[src/rtl/true_dual_port_mem_bank.sv]
// Banked true dual-port RAM (collection x z memories), zeroed by a one-address-per-cycle sweep after reset.
// Read latency 1 cycle (2 with out_reg); no backpressure, busy flags the sweep; TDPM_COLLISION_CNT_EN adds collision_count.
module true_dual_port_mem_bank #(
  parameter int collection = 2,
  parameter int z = 2,
  parameter int depth = 2,
  parameter int width = 4,
  parameter int read_mode = 0,
  parameter int out_reg = 0,
  localparam int addrsize = (depth == 1) ? 1 : $clog2(depth)
) (
  input  logic                                        clk,
  input  logic                                        reset,
  input  logic [collection-1:0][z-1:0][addrsize-1:0]  addressA,
  input  logic [collection-1:0][z-1:0][addrsize-1:0]  addressB,
  input  logic [collection-1:0][z-1:0]                weA,
  input  logic [collection-1:0][z-1:0]                weB,
  input  logic [collection-1:0][z-1:0][width-1:0]     data_inA,
  input  logic [collection-1:0][z-1:0][width-1:0]     data_inB,
  output logic [collection-1:0][z-1:0][width-1:0]     data_outA,
  output logic [collection-1:0][z-1:0][width-1:0]     data_outB,
  output logic                                        busy,
  output logic [collection-1:0][z-1:0]                collision
`ifdef TDPM_COLLISION_CNT_EN
  ,
  output logic [15:0]                                 collision_count
`endif
);

  typedef enum logic {CLEAR = 1'b0, READY = 1'b1} stateT;

  localparam logic [addrsize-1:0] lastPtr    = addrsize'(depth - 1);
  localparam logic [addrsize:0]   depthLimit = (addrsize + 1)'(depth);

  stateT                                    state, stateNext;
  logic [addrsize-1:0]                      ptr, ptrNext;
  logic                                     sweeping, active;
  logic [width-1:0]                         mem [collection][z][depth];
  logic [collection-1:0][z-1:0]             validA, validB, writeA, writeB, hit;
  logic [collection-1:0][z-1:0][width-1:0]  readA, readB, stage1A, stage1B;

  always_ff @(posedge clk) begin
    if (reset) begin
      state <= CLEAR;
      ptr   <= '0;
    end else begin
      state <= stateNext;
      ptr   <= ptrNext;
    end
  end

  always_comb begin
    stateNext = state;
    ptrNext   = ptr;
    case (state)
      CLEAR: begin
        if (ptr == lastPtr) begin
          stateNext = READY;
          ptrNext   = '0;
        end else begin
          ptrNext = ptr + 1'b1;
        end
      end
      READY:   stateNext = READY;
      default: stateNext = CLEAR;
    endcase
  end

  always_comb begin
    busy     = reset || (state == CLEAR);
    sweeping = (state == CLEAR);
    active   = (state == READY) && !reset;
  end

  // Out-of-range addresses neither write nor read; a dual write to one cell is a collision.
  always_comb begin
    validA = '0;
    validB = '0;
    writeA = '0;
    writeB = '0;
    hit    = '0;
    for (int i = 0; i < collection; i++) begin
      for (int j = 0; j < z; j++) begin
        validA[i][j] = {1'b0, addressA[i][j]} < depthLimit;
        validB[i][j] = {1'b0, addressB[i][j]} < depthLimit;
        writeA[i][j] = active && weA[i][j] && validA[i][j];
        writeB[i][j] = active && weB[i][j] && validB[i][j];
        hit[i][j]    = writeA[i][j] && writeB[i][j] && (addressA[i][j] == addressB[i][j]);
      end
    end
  end

  // Port A is applied last so it wins a same-address dual write.
  always_ff @(posedge clk) begin
    for (int i = 0; i < collection; i++) begin
      for (int j = 0; j < z; j++) begin
        if (sweeping) begin
          mem[i][j][ptr] <= '0;
        end else begin
          if (writeB[i][j]) mem[i][j][addressB[i][j]] <= data_inB[i][j];
          if (writeA[i][j]) mem[i][j][addressA[i][j]] <= data_inA[i][j];
        end
      end
    end
  end

  always_comb begin
    readA = '0;
    readB = '0;
    for (int i = 0; i < collection; i++) begin
      for (int j = 0; j < z; j++) begin
        if (active && validA[i][j]) begin
          if (read_mode == 1 && writeA[i][j]) readA[i][j] = data_inA[i][j];
          else                                readA[i][j] = mem[i][j][addressA[i][j]];
        end
        if (active && validB[i][j]) begin
          if (read_mode == 1 && writeB[i][j]) readB[i][j] = data_inB[i][j];
          else                                readB[i][j] = mem[i][j][addressB[i][j]];
        end
      end
    end
  end

  always_ff @(posedge clk) begin
    if (reset) begin
      stage1A   <= '0;
      stage1B   <= '0;
      collision <= '0;
    end else begin
      stage1A   <= readA;
      stage1B   <= readB;
      collision <= hit;
    end
  end

  generate
    if (out_reg != 0) begin : gOutReg
      logic [collection-1:0][z-1:0][width-1:0] stage2A, stage2B;
      always_ff @(posedge clk) begin
        if (!active) begin
          stage2A <= '0;
          stage2B <= '0;
        end else begin
          stage2A <= stage1A;
          stage2B <= stage1B;
        end
      end
      assign data_outA = stage2A;
      assign data_outB = stage2B;
    end else begin : gNoOutReg
      assign data_outA = stage1A;
      assign data_outB = stage1B;
    end
  endgenerate

`ifdef TDPM_COLLISION_CNT_EN
  logic [16:0] hitSum, countSum;

  always_comb begin
    hitSum = '0;
    for (int i = 0; i < collection; i++) begin
      for (int j = 0; j < z; j++) begin
        hitSum = hitSum + 17'(hit[i][j]);
      end
    end
    countSum = {1'b0, collision_count} + hitSum;
  end

  // Updates on the same edge as the collision pulse, saturating at all-ones.
  always_ff @(posedge clk) begin
    if (reset) collision_count <= '0;
    else       collision_count <= countSum[16] ? 16'hFFFF : countSum[15:0];
  end
`endif

endmodule

[config.mk]
export PLATFORM = sky130hd
export DESIGN_NAME = true_dual_port_mem_bank
export DESIGN_NICKNAME = d
export VERILOG_FILES = /design/src/rtl/true_dual_port_mem_bank.sv
export SDC_FILE = /design/constraint.sdc
export NUM_CORES = 1
export LEC_CHECK = 0
export CELL_PAD_IN_SITES_DETAIL_PLACEMENT = 0
export CELL_PAD_IN_SITES_GLOBAL_PLACEMENT = 1
export CORE_ASPECT_RATIO = 0.7
export CORE_UTILIZATION = 38
export CTS_BUF_LIST = sky130_fd_sc_hd__clkbuf_2 sky130_fd_sc_hd__clkbuf_4 sky130_fd_sc_hd__clkbuf_8
export DETAILED_ROUTE_END_ITERATION = 8
export HOLD_SLACK_MARGIN = 0.03
export MAX_ROUTING_LAYER = met4
export PLACE_DENSITY = 0.79
export SYNTH_ARGS = -nofsm -noshare
export SYNTH_HDL_FRONTEND = slang
export SYNTH_SLANG_ARGS = --single-unit
[constraint.sdc]
create_clock -name clk -period 2.13 [get_ports clk]
set_clock_uncertainty 0.15 [all_clocks]
set_input_delay 0.3195 -clock clk [delete_from_list [all_inputs] [get_ports clk]]
set_output_delay 0.3195 -clock clk [all_outputs]
set_load 0.02 [all_outputs]
==> results of run 1 <==
-- cell usage after synthesis, drive strengths merged --
| library cell | count |
|---|---|
| inv | 4 |
| a22o | 12 |
| nand3b | 3 |
| and2 | 1 |
| a32o | 16 |
| and3 | 6 |
| edfxtp | 32 |
| a22oi | 1 |
| nand2 | 8 |
| a21oi | 4 |
| buf | 13 |
| o21ai | 5 |
| nand4b | 3 |
| a2bb2o | 1 |
| nor2b | 4 |
| mux2i | 32 |
| nand3 | 4 |
| nor3 | 4 |
| nand2b | 4 |
| o2bb2ai | 3 |
| or2 | 1 |
| a21boi | 3 |
| dfxtp | 38 |
| xor2 | 4 |
| nor2 | 37 |
-- routing by layer --
| metal | vias to the layer above | GRT usage (%) | share of wire [%] |
|---|---|---|---|
| met3 | 6 | 4.62 | 6.2 |
| li1 | 1118 | - | - |
| met5 | - | - | 0 |
| met1 | 1042 | 24.1 | 49 |
| met2 | 87 | 25.6 | 43 |
| met4 | 0 | 7.53 | 1.2 |
-- power groups by stage --
stage / registers [mW] / clock network, mW / logic (mW)
floorplan: 1.62 / 0 / 0.215
global placement: 1.60 / 0 / 0.491
detailed placement: 1.60 / 0 / 0.492
CTS: 1.57 / 1.05 / 0.497
global route: 1.58 / 1.12 / 0.536
finish: 1.57 / 1.03 / 0.496
-- worst min-delay path: stages, from the launching register on --
cell and delay (ns):
dfxtp_1 0.32, nand2_1 0.06, a21oi_1 0.05
-- sequential cells by signal, summed over array words and instances, names as in the netlist --
| register | count |
|---|---|
| ptr | 1 |
| state | 1 |
| collision | 4 |
| data_outB | 16 |
| data_outA | 16 |
| mem | 32 |
-- worst max-delay path by stage --
stage	from	cells after the start	endpoint	slack, ns
after global placement	reset	4	busy	0.07
after CTS	state	3	busy	0.03
after detailed placement	reset	5	mem[0][11]	0.06
final	reset	4	busy	0.06
after global routing	reset	4	busy	0.02
after floorplan	addressA[3]	4	mem[1][4]	0.43
-- cells by family (layout without fill, tap and decap cells) --
group / count (synthesis) / count (layout) / share of synthesized area (%)
AND/OR/NAND/NOR: 75 / 75 / 14.4
AO/OA/AOI/OAI: 45 / 45 / 12.6
buffers and inverters: 17 / 128 / 3.28
XOR/XNOR: 4 / 4 / 1.18
multiplexers: 32 / 32 / 10.8
flip-flops: 70 / 70 / 57.8
-- per-stage QoR --
stage,std cells,hold WS [ns],util [%]
2_1_floorplan,243,0.239,-
3_3_place_gp,436,0.297,54.5
3_5_place_dp,436,0.312,54.5
4_1_cts,452,0.322,57.2
5_1_grt,452,0.357,57.2
6_report,452,0.320,57.2
-- cell type report --
type	instances	area, um^2	area share, %
clock buffer	16	195	4.58
inverter	4	20.0	0.469
multi-input combinational	156	1160	27.3
sequential	70	1720	40.4
tap	98	123	2.88
timing repair buffer	108	1040	24.4
==> impl_metrics.ini, run 1 <==
[sta]
setup_slack_ns = 0.0559
finalMaxSlewViolations = 0
grt_setup_unrepaired = no
fin_crit_sh_pct = 97.4
fin_crit_ns = 2.07
worst_slew_pin_slew_ns = 0.369
clock.fmax_ghz = 0.482
finalSetupViolCount = 0
relSlewSlack_pct = 75.3
fin_setup_tns_ns = 0
timing_hold_violations_final = 0

[setup_path]
crit_fanout = 3
critical-path-top-delay-family = buffers and inverters
arrival_ns = 1.60
r2r_end = mem[1][1]
cp_common_cell = clkdlybuf4s50_1
cp_slowest_stage_delay_ns = 0.59
ff2ff_path_depth = 4
worstPathCellList = clkdlybuf4s50_1 -> nor2b_4 -> inv_6 -> clkdlybuf4s50_1
cpMaxStageDelayCell = clkdlybuf4s50_1
crit_path_end_kind = output port
worstPathRequired_ns = 1.66
rrSetupSlack_ns = 0.49
timing.rr.start = state
critical_path_class = in2out
worstSetupStartpointType = input port
critPathBufInv = 3

[worst_hold_path]
min_delay_path_depth = 2
min_path_type = reg2reg
min_to = ptr
hold_start = ptr

[global_routing]
grt_use_total_pct = 18.0
antenna_found_initial = 0
grt_start_max_net_pins = 27
grt_overflow_total = 0
grt_pass1_vias = 2211
grt_pass1_wl_um = 10900

[synth]
synth_top_area_share_pct = 32.3
ys_seq_area_share_pct = 57.8
syn_inst = 243
synth_area_per_cell_um2 = 12.3
synth_area_um2 = 2980
synth_area_leader_cell = edfxtp_1
yosys-top-cells-area = edfxtp_1, dfxtp_1, mux2i_1, a32o_1, nor2_1
synth_cell_types = 31
synthesis.nets = 293
yosys_warnings = 0
ys_seq_elements = 70

[placement]
dp_slack_ns = 0.0568
port_buffers = 86
finalWeightedCongestion = 0.890
dp_hpwl_um = 5010
postPlaceCellArea_um2 = 4060

[pwr]
vdd_ir_drop_max_v = 0.000287
p_clk_share_pct = 33.3
p_leak_nw = 1.64
intPower_mw = 2.35
total_power_mw = 3.10
p_sw_mw = 0.748
pwr-share-seq_pct = 50.7
swShare_pct = 24.1
power_density_nw_per_um2 = 727
pwr-share-comb_pct = 16.0

[final_layout]
final_nets = 399
layout-drive-gt1-share_pct = 16.1
final_area_um2 = 4260
layout_commonest_cell = clkdlybuf4s50_1
nFillCells = 658
area_growth_pct = 43.1
n_antenna_cell = 0
final_cell_mix = clkdlybuf4s50_1, dfxtp_1, mux2i_1, nor2_1, edfxtp_1

[clock_tree]
hold_buffers = 0
root_buffer = clkbuf_8
clkLatencyLatePin_ns = 0.34
cts.sinks = 70
clk_pin_slew_worst_paths_ns = 0.07
postCtsSetupRepairBufs = 0
cts_resized = 1
cts_tree = yes
cts_max_level = 3
cts_buffers = 9
cts_buffer_depth = 2

[routing]
vias = 2253
wl_um = 6630
drt-wirelength-per-cell_um = 14.7
drc = 0
drtAntennaViolNets = 0
firstDrtPassIters = 4
drtIter0Drc = 79
routed_via_density = 4.98

[floorplan]
die_area_um2 = 8200
core_um2 = 7450
io_pins = 87
std_cell_rows = 26
die_x_um = 108
fp.dieH_um = 76.1
initial_core_util_pct = 40.0

[outcome]
status = finished clean

[flow_run]
drv_cap = 0
No activity file was read; power rests on OpenSTA's default activity.
==> run 2, diff against run 1 <==
--- a/config.mk
+++ b/config.mk
@@ -14,6 +14,7 @@
 export HOLD_SLACK_MARGIN = 0.03
 export MAX_ROUTING_LAYER = met4
 export PLACE_DENSITY = 0.79
+export REMOVE_ABC_BUFFERS = 1
 export SYNTH_ARGS = -nofsm -noshare
 export SYNTH_HDL_FRONTEND = slang
 export SYNTH_SLANG_ARGS = --single-unit
==> run 2 against run 1 <==
Net effect: fmax fell by 0.75%; utilization rose by 0.97 points; sequential cell count did not move; first-iteration DRC count rose by 41%; clock-buffer cell count fell by 6; sequential power barely moved; routed wire length rose by 4.4%; combinational power rose by 2%; design area rose by 1.7%.
==> impl_metrics.ini, run 2 (synthesized netlist as in run 1, its figures left out) <==
[outcome]
status = finished clean

[final_layout]
layout_commonest_cell = clkdlybuf4s50_1
nFillCells = 654
largest_register = mem
layout-drive-gt1-share_pct = 17.2
final_area_um2 = 4340
n_antenna_cell = 0
final_cell_mix = clkdlybuf4s50_1, dfxtp_1, mux2i_1, nor2_1, edfxtp_1
largest_reg_flops = 32
final_nets = 405
area_growth_pct = 45.6

[floorplan]
fp.dieH_um = 76.1
std_cell_rows = 26
io_pins = 87
die_x_um = 108
initial_core_util_pct = 40.0
die_area_um2 = 8200
core_um2 = 7450

[placement]
postPlaceCellArea_um2 = 4100
dp_hpwl_um = 5340
finalWeightedCongestion = 0.890
port_buffers = 86

[setup_path]
cp_common_cell = clkdlybuf4s50_1
crit_fanout = 2
r2r_end = mem[0][3]
crit_path_end_kind = output port
timing.rr.start = state
arrival_ns = 1.62
cp_slowest_stage_delay_ns = 0.58
critPathBufInv = 3
cpMaxStageDelayCell = clkdlybuf4s50_1
critical_path_class = in2out
worstPathRequired_ns = 1.66
worstSetupStartpointType = input port
worstPathCellList = clkdlybuf4s50_1 -> nor2b_2 -> inv_6 -> clkdlybuf4s50_1
critical-path-top-delay-family = buffers and inverters
rrSetupSlack_ns = 0.53
ff2ff_path_depth = 4

[pwr]
power_density_nw_per_um2 = 775
p_leak_nw = 1.67
vdd_ir_drop_max_v = 0.000308
total_power_mw = 3.36

[routing]
drc = 0
routed_via_density = 5.03
drt-wirelength-per-cell_um = 15.1
vias = 2302
drtIter0Drc = 111
drtAntennaViolNets = 0
wl_um = 6920
firstDrtPassIters = 5

[clock_tree]
cts.sinks = 70
postCtsSetupRepairBufs = 0
cts_resized = 0
cts_tree = yes
hold_buffers = 0
root_buffer = clkbuf_8
cts_max_level = 3
clk_pin_slew_worst_paths_ns = 0.07
cts_buffer_depth = 2
cts_buffers = 9
clkLatencyLatePin_ns = 0.34

[global_routing]
grt_use_total_pct = 18.7
grt_pass1_vias = 2281
grt_overflow_total = 0
grt_start_max_net_pins = 18
antenna_found_initial = 0
grt_pass1_wl_um = 11100

[worst_hold_path]
min_delay_path_depth = 2
min_to = ptr
min_path_type = reg2reg
hold_start = ptr

[sta]
finalMaxSlewViolations = 0
timing_hold_violations_final = 0
grt_setup_unrepaired = no
worst_slew_pin_slew_ns = 0.305
fin_crit_sh_pct = 98.1
clock.fmax_ghz = 0.478
fin_crit_ns = 2.09
fin_setup_tns_ns = 0
relSlewSlack_pct = 79.6
finalSetupViolCount = 0

[flow_run]
drv_cap = 0
## run 2: power by group
part	switching [mW]	leakage (nW)	internal, mW
registers	0.0454	0.633	1.52
logic	0.248	0.917	0.258
clock network	0.497	0.116	0.789
## run 2: how the worst max path moves through the flow
stage	start	to	cells past startpoint
floorplan	state	mem[1][4]	3
global placement	reset	busy	4
detailed placement	reset	mem[0][0]	5
CTS	reset	busy	4
global route	reset	busy	4
finish	reset	busy	4
## run 2: stage by stage
stage | cells | util (%) | setup slack [ns] | hold WS (ns)
6_report | 458 | 58.2 | 0.0401 | 0.312
5_1_grt | 458 | 58.2 | 0.00421 | 0.354
4_1_cts | 458 | 58.2 | 0.0380 | 0.316
3_5_place_dp | 442 | 55.0 | 0.0290 | 0.306
3_3_place_gp | 442 | 55.0 | 0.0235 | 0.298
2_1_floorplan | 230 | - | 0.243 | 0.239
## run 2: layer usage
layer  global-route usage [%]  vias to the layer above  part of all wire (%)
li1                         -                     1124                     -
met1                     26.0                     1054                    50
met2                     25.3                      110                    40
met3                     5.56                       14                   8.4
met4                     7.12                        0                   2.0
met5                        -                        -                     0
## run 2: tightest hold or removal path, stage by stage (launching register included)
cell and delay (ns):
dfxtp_1 0.32, nand2_1 0.05, a21oi_1 0.05
## run 2: layout make-up
cell class	instances	area (um^2)	area share, %
sequential	70	1720	39.7
multi-input combinational	156	1160	26.7
timing repair buffer	114	1070	24.7
clock buffer	10	131	3.03
tap	98	123	2.83
clock inverter	6	110	2.54
inverter	4	20.0	0.462
==> run 3, diff against run 2 <==
--- a/config.mk
+++ b/config.mk
@@ -18,3 +18,4 @@
 export SYNTH_ARGS = -nofsm -noshare
 export SYNTH_HDL_FRONTEND = slang
 export SYNTH_SLANG_ARGS = --single-unit
+export TNS_END_PERCENT = 100
==> results of run 3 <==
Same layout as run 2: the final DEF is identical, and so are final timing and power.
